### config.mk
export PLATFORM = sky130hd
export DESIGN_NAME = bin_count_avs
export DESIGN_NICKNAME = d
export VERILOG_FILES = /design/src/rtl/bin_count_pkg.sv /design/src/rtl/hex7seg_enc.sv /design/src/rtl/bin_count_avs.sv
export SDC_FILE = /design/constraint.sdc
export NUM_CORES = 1
export LEC_CHECK = 0
export ABC_AREA = 1
export ABC_CLOCK_PERIOD_IN_PS = 5800
export BUFFER_PORTS_ARGS = -buffer_cell sky130_fd_sc_hd__buf_4
export CAP_MARGIN = 5
export CORE_MARGIN = 8
export CORE_UTILIZATION = 58
export DETAILED_ROUTE_END_ITERATION = 6
export HOLD_SLACK_MARGIN = 0.12
export MAX_ROUTING_LAYER = met4
export PLACE_DENSITY = 0.95
export SETUP_SLACK_MARGIN = 0.5
export SYNTH_ARGS = -nofsm -noshare
export SYNTH_HDL_FRONTEND = slang
export SYNTH_HIERARCHICAL = 1
export SYNTH_SLANG_ARGS = --single-unit
### constraint.sdc
create_clock -name CLOCK_50 -period 5.8 [get_ports CLOCK_50]
set_input_delay 1.16 -clock CLOCK_50 [delete_from_list [all_inputs] [get_ports CLOCK_50]]
set_output_delay 1.16 -clock CLOCK_50 [all_outputs]
set_load 0.01 [all_outputs]
### src/rtl/bin_count_pkg.sv
// Shared constants for the binary-counter Avalon-MM peripheral:
// register map, CTRL bit positions and the seven-segment hex table.
package bin_count_pkg;

    localparam int unsigned ADDR_W = 2;
    localparam int unsigned DATA_W = 32;
    localparam int unsigned SEG_W  = 7;
    localparam int unsigned SW_W   = 4;
    localparam int unsigned CTRL_W = 3;

    localparam logic [ADDR_W-1:0] ADDR_CTRL   = 2'd0;
    localparam logic [ADDR_W-1:0] ADDR_COUNT  = 2'd1;
    localparam logic [ADDR_W-1:0] ADDR_STATUS = 2'd2;
    localparam logic [ADDR_W-1:0] ADDR_SWITCH = 2'd3;

    localparam int unsigned CTRL_RUN    = 0;
    localparam int unsigned CTRL_DIR    = 1;
    localparam int unsigned CTRL_IRQ_EN = 2;

    // Active-high gfedcba patterns, entry 0 in the lowest slice.
    localparam logic [15:0][SEG_W-1:0] SEG_LUT = {
        7'h71, 7'h79, 7'h5E, 7'h39, 7'h7C, 7'h77, 7'h6F, 7'h7F,
        7'h07, 7'h7D, 7'h6D, 7'h66, 7'h4F, 7'h5B, 7'h06, 7'h3F
    };

endpackage

### src/rtl/hex7seg_enc.sv
// Combinational nibble to active-high seven-segment encoder.
module hex7seg_enc
    import bin_count_pkg::*;
(
    input  logic [3:0]       nib_i,
    output logic [SEG_W-1:0] seg_o
);

    assign seg_o = SEG_LUT[nib_i];

endmodule

### src/rtl/bin_count_avs.sv
// Avalon-MM responder running a prescaled 8-bit up/down counter shown on
// LEDR and two hex digits, with wrap interrupt and switch readback.
module bin_count_avs
    import bin_count_pkg::*;
#(
    parameter int unsigned PRESCALE = 50_000_000,
    parameter int unsigned CNT_W    = 8
) (
    input  logic              CLOCK_50,
    input  logic              reset,
    input  logic [ADDR_W-1:0] avs_address,
    input  logic              avs_read,
    input  logic              avs_write,
    input  logic [DATA_W-1:0] avs_writedata,
    output logic [DATA_W-1:0] avs_readdata,
    output logic              avs_readdatavalid,
    input  logic [SW_W-1:0]   sw,
    output logic [15:0]       hex5_hex4,
    output logic [CNT_W-1:0]  ledr,
    output logic              irq
);

    localparam int unsigned PS_W = (PRESCALE > 2) ? $clog2(PRESCALE) : 1;
    localparam logic [PS_W-1:0] PS_LAST = PS_W'(PRESCALE - 1);
    localparam logic [15:0] HEX_RST = {1'b0, SEG_LUT[0], 1'b0, SEG_LUT[0]};

    logic [SW_W-1:0]   sw_meta_q, sw_sync_q;
    logic [CTRL_W-1:0] ctrl_q, ctrl_d;
    logic [CNT_W-1:0]  count_q, count_d;
    logic              wrap_q, wrap_d;
    logic [PS_W-1:0]   presc_q, presc_d;
    logic [DATA_W-1:0] rdata_q, rdata_d;
    logic              rvalid_q, rvalid_d;
    logic              irq_q, irq_d;
    logic [15:0]       hex_q, hex_d;
    logic [SEG_W-1:0]  seg_lo_c, seg_hi_c;
    logic              tick_c, wrap_set_c;
    logic              unused_c;

    assign unused_c = ^avs_writedata[DATA_W-1:CNT_W];

    // Switch synchronizer; metastability only, so no reset needed.
    always_ff @(posedge CLOCK_50) begin
        sw_meta_q <= sw;
        sw_sync_q <= sw_meta_q;
    end

    always_ff @(posedge CLOCK_50) begin
        if (reset) begin
            ctrl_q   <= '0;
            count_q  <= '0;
            wrap_q   <= 1'b0;
            presc_q  <= '0;
            rdata_q  <= '0;
            rvalid_q <= 1'b0;
            irq_q    <= 1'b0;
            hex_q    <= HEX_RST;
        end else begin
            ctrl_q   <= ctrl_d;
            count_q  <= count_d;
            wrap_q   <= wrap_d;
            presc_q  <= presc_d;
            rdata_q  <= rdata_d;
            rvalid_q <= rvalid_d;
            irq_q    <= irq_d;
            hex_q    <= hex_d;
        end
    end

    // Display is encoded from the next count so it lands with COUNT.
    hex7seg_enc u_enc_lo (.nib_i(count_d[3:0]), .seg_o(seg_lo_c));
    hex7seg_enc u_enc_hi (.nib_i(count_d[7:4]), .seg_o(seg_hi_c));

    always_comb begin
        ctrl_d     = ctrl_q;
        count_d    = count_q;
        wrap_d     = wrap_q;
        presc_d    = '0;
        rdata_d    = '0;
        rvalid_d   = avs_read;
        wrap_set_c = 1'b0;
        tick_c     = ctrl_q[CTRL_RUN] && (presc_q == PS_LAST);

        if (ctrl_q[CTRL_RUN] && !tick_c) begin
            presc_d = presc_q + PS_W'(1);
        end

        if (tick_c) begin
            if (ctrl_q[CTRL_DIR]) begin
                count_d    = count_q - CNT_W'(1);
                wrap_set_c = (count_q == '0);
            end else begin
                count_d    = count_q + CNT_W'(1);
                wrap_set_c = (count_q == '1);
            end
        end

        // A CPU write to COUNT overrides the tick and never flags a wrap.
        if (avs_write) begin
            case (avs_address)
                ADDR_CTRL: ctrl_d = avs_writedata[CTRL_W-1:0];
                ADDR_COUNT: begin
                    count_d    = avs_writedata[CNT_W-1:0];
                    wrap_set_c = 1'b0;
                end
                ADDR_STATUS: if (avs_writedata[0]) wrap_d = 1'b0;
                default: ;
            endcase
        end
        if (wrap_set_c) begin
            wrap_d = 1'b1;
        end

        if (avs_read) begin
            case (avs_address)
                ADDR_CTRL:   rdata_d = DATA_W'(ctrl_q);
                ADDR_COUNT:  rdata_d = DATA_W'(count_q);
                ADDR_STATUS: rdata_d = DATA_W'(wrap_q);
                default:     rdata_d = DATA_W'(sw_sync_q);
            endcase
        end

        irq_d = wrap_d & ctrl_d[CTRL_IRQ_EN];
        hex_d = {1'b0, seg_hi_c, 1'b0, seg_lo_c};
    end

    assign avs_readdata      = rdata_q;
    assign avs_readdatavalid = rvalid_q;
    assign ledr              = count_q;
    assign hex5_hex4         = hex_q;
    assign irq               = irq_q;

endmodule

# ---- Yosys cells after proc, flatten, opt, wreduce, memory -nomap -nowiden
# Memory sizes are Yosys's and may differ from the RTL's. A register that Yosys moved wholly into a read port is not among the register bits.
# Index checks and enable logic that the tools add are counted.
dict set report word_totals {
  reg_bits 82
  latchBits 0
  mem_bits_rw 0
  rom_bits 224
  inputBits 42
  output_inout_bits 58
  wordCells 46
  mem_count 2
}
dict set report classes {
  addsub 3
  n_mul 0
  div_mod_pow 0
  magnitude_cmp 0
  eq_ne 4
  shifts 0
  n_mux 15
  n_bitwise 3
  reduce_logical 8
}
# name words word_bits rd rd_ports_with_merged_regs write_ports line_no
set memory_table {}
lappend memory_table {{(name not given)} 16 7 1 1 0 hex7seg_enc.sv:9} ;# assign seg_o = SEG_LUT[nib_i];
lappend memory_table {{(name not given)} 16 7 1 1 0 hex7seg_enc.sv:9}
# cell n
set op_table {}
lappend op_table {{8-bit two-way mux} 4}
lappend op_table {{26-bit by 1-bit adder with 26-bit output (second input constant)} 1}
lappend op_table {{26-bit == test (second input constant)} 1}
lappend op_table {{8-bit one-hot mux with 3 select lines} 1}
lappend op_table {{8-bit by 1-bit adder with 8-bit output (second input constant)} 1}
lappend op_table {{8-bit == test (second input constant)} 1}
lappend op_table {{8-bit logical NOT} 1}
lappend op_table {{1-bit two-way mux} 8}
lappend op_table {{8-bit by 1-bit subtractor with 8-bit output (second input constant)} 1}
lappend op_table {{3-bit two-way mux} 2}
lappend op_table {{2-bit OR reduction} 2}
lappend op_table {{2-bit by 1-bit == test with 1-bit output (second input constant)} 1}
lappend op_table {{2-bit == test (second input constant)} 1}
lappend op_table {{1-bit logical AND} 2}
lappend op_table {{2-bit logical NOT} 1}
lappend op_table {{1-bit inverter} 2}
lappend op_table {{2-bit AND reduction} 1}
lappend op_table {{1-bit bitwise AND} 1}
lappend op_table {{1-bit logical NOT} 1}

# ---- Logic depth before layout (Yosys ltp)
dict set report logic_depth {
  word_depth 7
  depth_mapped 20
  depth_no_buf 20
}

# ---- Modules after synthesis
# The synthesis kept the hierarchy.
# module instances cells_per_inst area_each_um2 seq_area_each_um2
set by_module_without_submodules {}
lappend by_module_without_submodules {bin_count_avs 1 491 3582.2 1401.3}
lappend by_module_without_submodules {hex7seg_enc 2 52 270.3 0.0}

# ---- Worst setup path after synthesis
# Ideal clock, no wire load.
dict set report synth_path {
  kind {input -> register}
  start {in avs_address[0]}
  end {reg hex_q[3], in the netlist hex5_hex4[3]}
  setup_ns 0.123
  arrival_ns 2.838
  t_required_ns 5.677
  path_slack_ns 2.839
  cell_stages 12
  n_path_buf 1
  path_cell_list {buf_2 > nand3_1 > nand4_1 > or2_1 > nand2_1 > inv_1 > ha_1 > nand2_1 > o21ai_0 > nand2_1 > nand2_1 > or2_2}
}
dict set report synth_via {
  elab_chain_len 3
}
# element line_no
set synth_rtl {}
lappend synth_rtl {{from (decl)} bin_count_avs.sv:11} ;# input logic [ADDR_W-1:0] avs_address,
lappend synth_rtl {{2-bit by 1-bit == test with 1-bit output} bin_count_avs.sv:100} ;# case (avs_address)
lappend synth_rtl {{8-bit two-way mux} bin_count_avs.sv:100}
lappend synth_rtl {{8-bit two-way mux} bin_count_avs.sv:99} ;# if (avs_write) begin
lappend synth_rtl {{via count_d[0]} bin_count_avs.sv:29} ;# logic [CNT_W-1:0] count_q, count_d;
lappend synth_rtl {{to (decl)} bin_count_avs.sv:35} ;# logic [15:0] hex_q, hex_d;
# The timed path passes the listed nets, and every way through them passes these cells.
# A chain may end at the register's enable or synchronous reset.

# ---- Worst setup path in the final report
dict set report layout_path {
  start {in avs_address[1]}
  end {reg hex_q[3], in the netlist hex5_hex4[3]}
}
# Same word-level chain as after synthesis.

==> impl_metrics.py <==
metrics = {
    "outcome": {
        "status": "finished clean",
    },
    "timing": {
        "post-route-min-period_ps": 3250,
        "setup_tns_ps": 0,
        "period_share_pct": 56.0,
        "hold_viol_final": 0,
        "relSlewSlack_pct": 63.3,
        "setup_viol": 0,
        "skew_ps": 6.09,
        "fmax_mhz": 308,
        "setup_slack_ps": 2550,
        "rsz0062_at_grt": "no",
        "final_max_slew_viol_count": 0,
        "tightest_slew_ps": 549,
        "hold_ws_ps": 330,
    },
    "cts": {
        "cts_root_buffer": "clkbuf_8",
        "cts_buffers": 9,
        "clk_latency_ps": 350,
        "tritoncts": "yes",
        "post-cts-setup-buffer-count": 0,
        "cts.sinks": 70,
        "cts-resized-gates": 0,
        "ctsHoldBuffers": 0,
        "h-tree-depth": 3,
        "clk_pin_slew_worst_paths_ps": 70,
        "cts_max_path_buffers": 2,
    },
    "grt": {
        "antenna_found_initial": 0,
        "grt_usage_pct": 20.8,
        "grt_overflow": 0,
        "grt_pass1_wl_mm": 16.6,
        "grt_pass1_vias": 3818,
        "grt_max_degree": 26,
    },
    "critical_path": {
        "end_kind": "register",
        "cp-start-kind": "primary input",
        "r2r_cells": 18,
        "crit_type": "primary input to register",
        "worstPathRequired_ps": 6050,
        "cpPeakStageDelay_ps": 410,
        "critPathMaxFanout": 16,
        "path_cells": "buf_4 -> inv_1 -> nand3_1 -> inv_1 -> nand2_1 -> o21ai_0 -> nand2_1 -> nand2_1 -> inv_1 -> ha_1 -> nand2_1 -> o21ai_0 -> nand2_1 -> nand2_1 -> or2_2",
        "cp.arrival_ps": 3500,
        "cpMaxStageDelayCell": "nand3_1",
        "critPathMostFrequentCell": "nand2_1",
    },
    "layout": {
        "finalNetCount": 708,
        "seqCellArea_um2": 1400,
        "fillers": 529,
        "utilization_pct": 68.1,
        "drive_above_1_share_pct": 19.0,
        "multi_input_area_um2": 2210,
        "area_growth_pct": 12.8,
        "diodes": 0,
    },
    "place": {
        "place_hpwl_mm": 7.40,
        "gp_congestion": 0.933,
        "dp_slack_ps": 2290,
        "portBuffers": 49,
    },
    "min_path": {
        "min_path_type": "register to register",
        "hold_depth": 0,
    },
    "die": {
        "die_width_um": 100,
        "pin_count": 100,
        "rows": 30,
        "coreArea_um2": 6830,
        "start_util_pct": 60.3,
        "die_height_um": 100,
        "dieArea_um2": 10100,
    },
    "power": {
        "power_density_nw_per_um2": 236,
        "p_leak_uw": 0.00219,
        "peakVddDrop_uv": 149,
        "total_power_uw": 1100,
    },
    "drt": {
        "drt_first_iter_violations": 166,
        "viasPerCell": 5.05,
        "num_vias": 3760,
        "drtAntennaViolNets": 0,
        "drcViolationCount": 0,
        "drtPass1Iterations": 5,
        "wl_per_cell_um": 13.0,
        "routed_wl_mm": 9.72,
    },
    "logic_synthesis": {
        "yosysTopAreaCell": "dfxtp_1",
        "synth_edf_count": 0,
        "yosysSeqAreaShare_pct": 34.0,
        "ys_top_cells_by_area": "dfxtp_1 34%, nand2_1 14%, inv_1 7.6%",
        "ys_ff_latch": 70,
        "yosys_warnings": 6,
        "ys_types": 37,
        "syn_area_um2": 4120,
        "syn_inst": 595,
        "synth.top_cell.area_share_pct": 34.0,
        "async_flop_share_pct": 0,
        "ys.flop_type": "dfxtp_1",
        "syn_avg_cell_area_um2": 6.93,
    },
    "run": {
        "max_cap_viol_count": 0,
    },
}
## final timing paths
kind / startpoint / to / slack, ps
worst max-delay path: avs_address[1] / hex5_hex4[3] / 2550
worst min-delay path: sw_meta_q[2] / sw_sync_q[2] / 330
worst min register to register: sw_meta_q[2] / sw_sync_q[2] / 330
worst max register to register: ctrl_q[1] / hex5_hex4[11] / 2780
## state kept, by name (all words and copies together) (netlist names)
signal	cells
irq	1
hex5_hex4	14
sw_meta_q	4
avs_readdatavalid	1
ledr	8
wrap_q	1
sw_sync_q	4
ctrl_q	3
avs_readdata	8
presc_q	26
## metal layers
layer | part of all wire (%) | vias up | global-route usage, %
li1 | - | 1881 | -
met1 | 39 | 1738 | 20.2
met2 | 54 | 111 | 37.6
met3 | 4.3 | 30 | 5.19
met4 | 2.8 | 0 | 10.5
met5 | 0 | - | -
## critical path, delay by kind of cell
kind	cells	cell delay, ps
simple gates	8	1240
buf+inv	4	610
fa+ha+maj	1	310
compound gates	2	160
## synthesized netlist by cell type, types with 2 or more instances
master	number
a21oi_1	21
buf_2	2
buf_4	31
buf_6	2
dfxtp_1	70
ha_1	21
inv_1	84
inv_2	6
nand2_1	158
nand2_2	8
nand3_1	42
nand3_2	2
nand3_4	2
nand3b_1	4
nand4_1	7
nor2_1	57
nor2_2	7
nor2_4	6
nor3_1	8
o21ai_0	11
o21ai_2	6
or2_0	2
or2_2	20
xnor2_1	3
xor2_1	3
## layout by cell type (no fill, tap or decap), drive strengths merged, types with 2 or more instances in the layout
cell	netlist	routed
nand3	46	46
nand4	8	8
buf	35	49
nand3b	4	4
o21ai	17	17
nor3	8	8
xor2	3	3
bufinv	0	2
ha	21	21
or2	23	23
a21oi	22	22
clkbuf	1	12
nand2	166	166
nor3b	2	2
nor2	70	70
xnor2	3	3
clkinv	0	2
inv	90	90
dfxtp	70	70
conb	1	26
## layout make-up
type	instances	share of cell area (%)
clock buffer	12	3.12
inverter	90	7.26
clock inverter	4	1.51
sequential	70	30.1
tap	96	2.58
multi-input combinational	424	47.5
timing repair buffer	49	7.91
## report_power, final
part / total (uW) / leakage [uW] / switching (uW) / internal [uW]
logic: 157 / 0.00151 / 94.0 / 62.8
clock network: 432 / 0.000110 / 179 / 253
registers: 510 / 0.000572 / 11.3 / 498
total: 1100 / 0.00219 / 284 / 814
## metrics by stage
step                      instance area (um^2)  cells
after floorplan                           4220    620
after global placement                    4440    729
after detailed placement                  4440    729
after CTS                                 4650    745
after global routing                      4650    745
final                                     4650    745
## kinds of logic (layout without fill, tap and decap cells)
| kind of cell | count (synthesis) | after routing | share of synthesized area (%) |
|---|---|---|---|
| xor+xnor | 6 | 6 | 1.27 |
| fa+ha+maj | 22 | 22 | 6.86 |
| other cells | 1 | 26 | 0.0910 |
| flops | 70 | 70 | 34.0 |
| buf+inv | 126 | 155 | 14.7 |
| simple gates | 327 | 327 | 37.0 |
| compound gates | 43 | 43 | 6.10 |
Power figures use the tool's default switching activity.
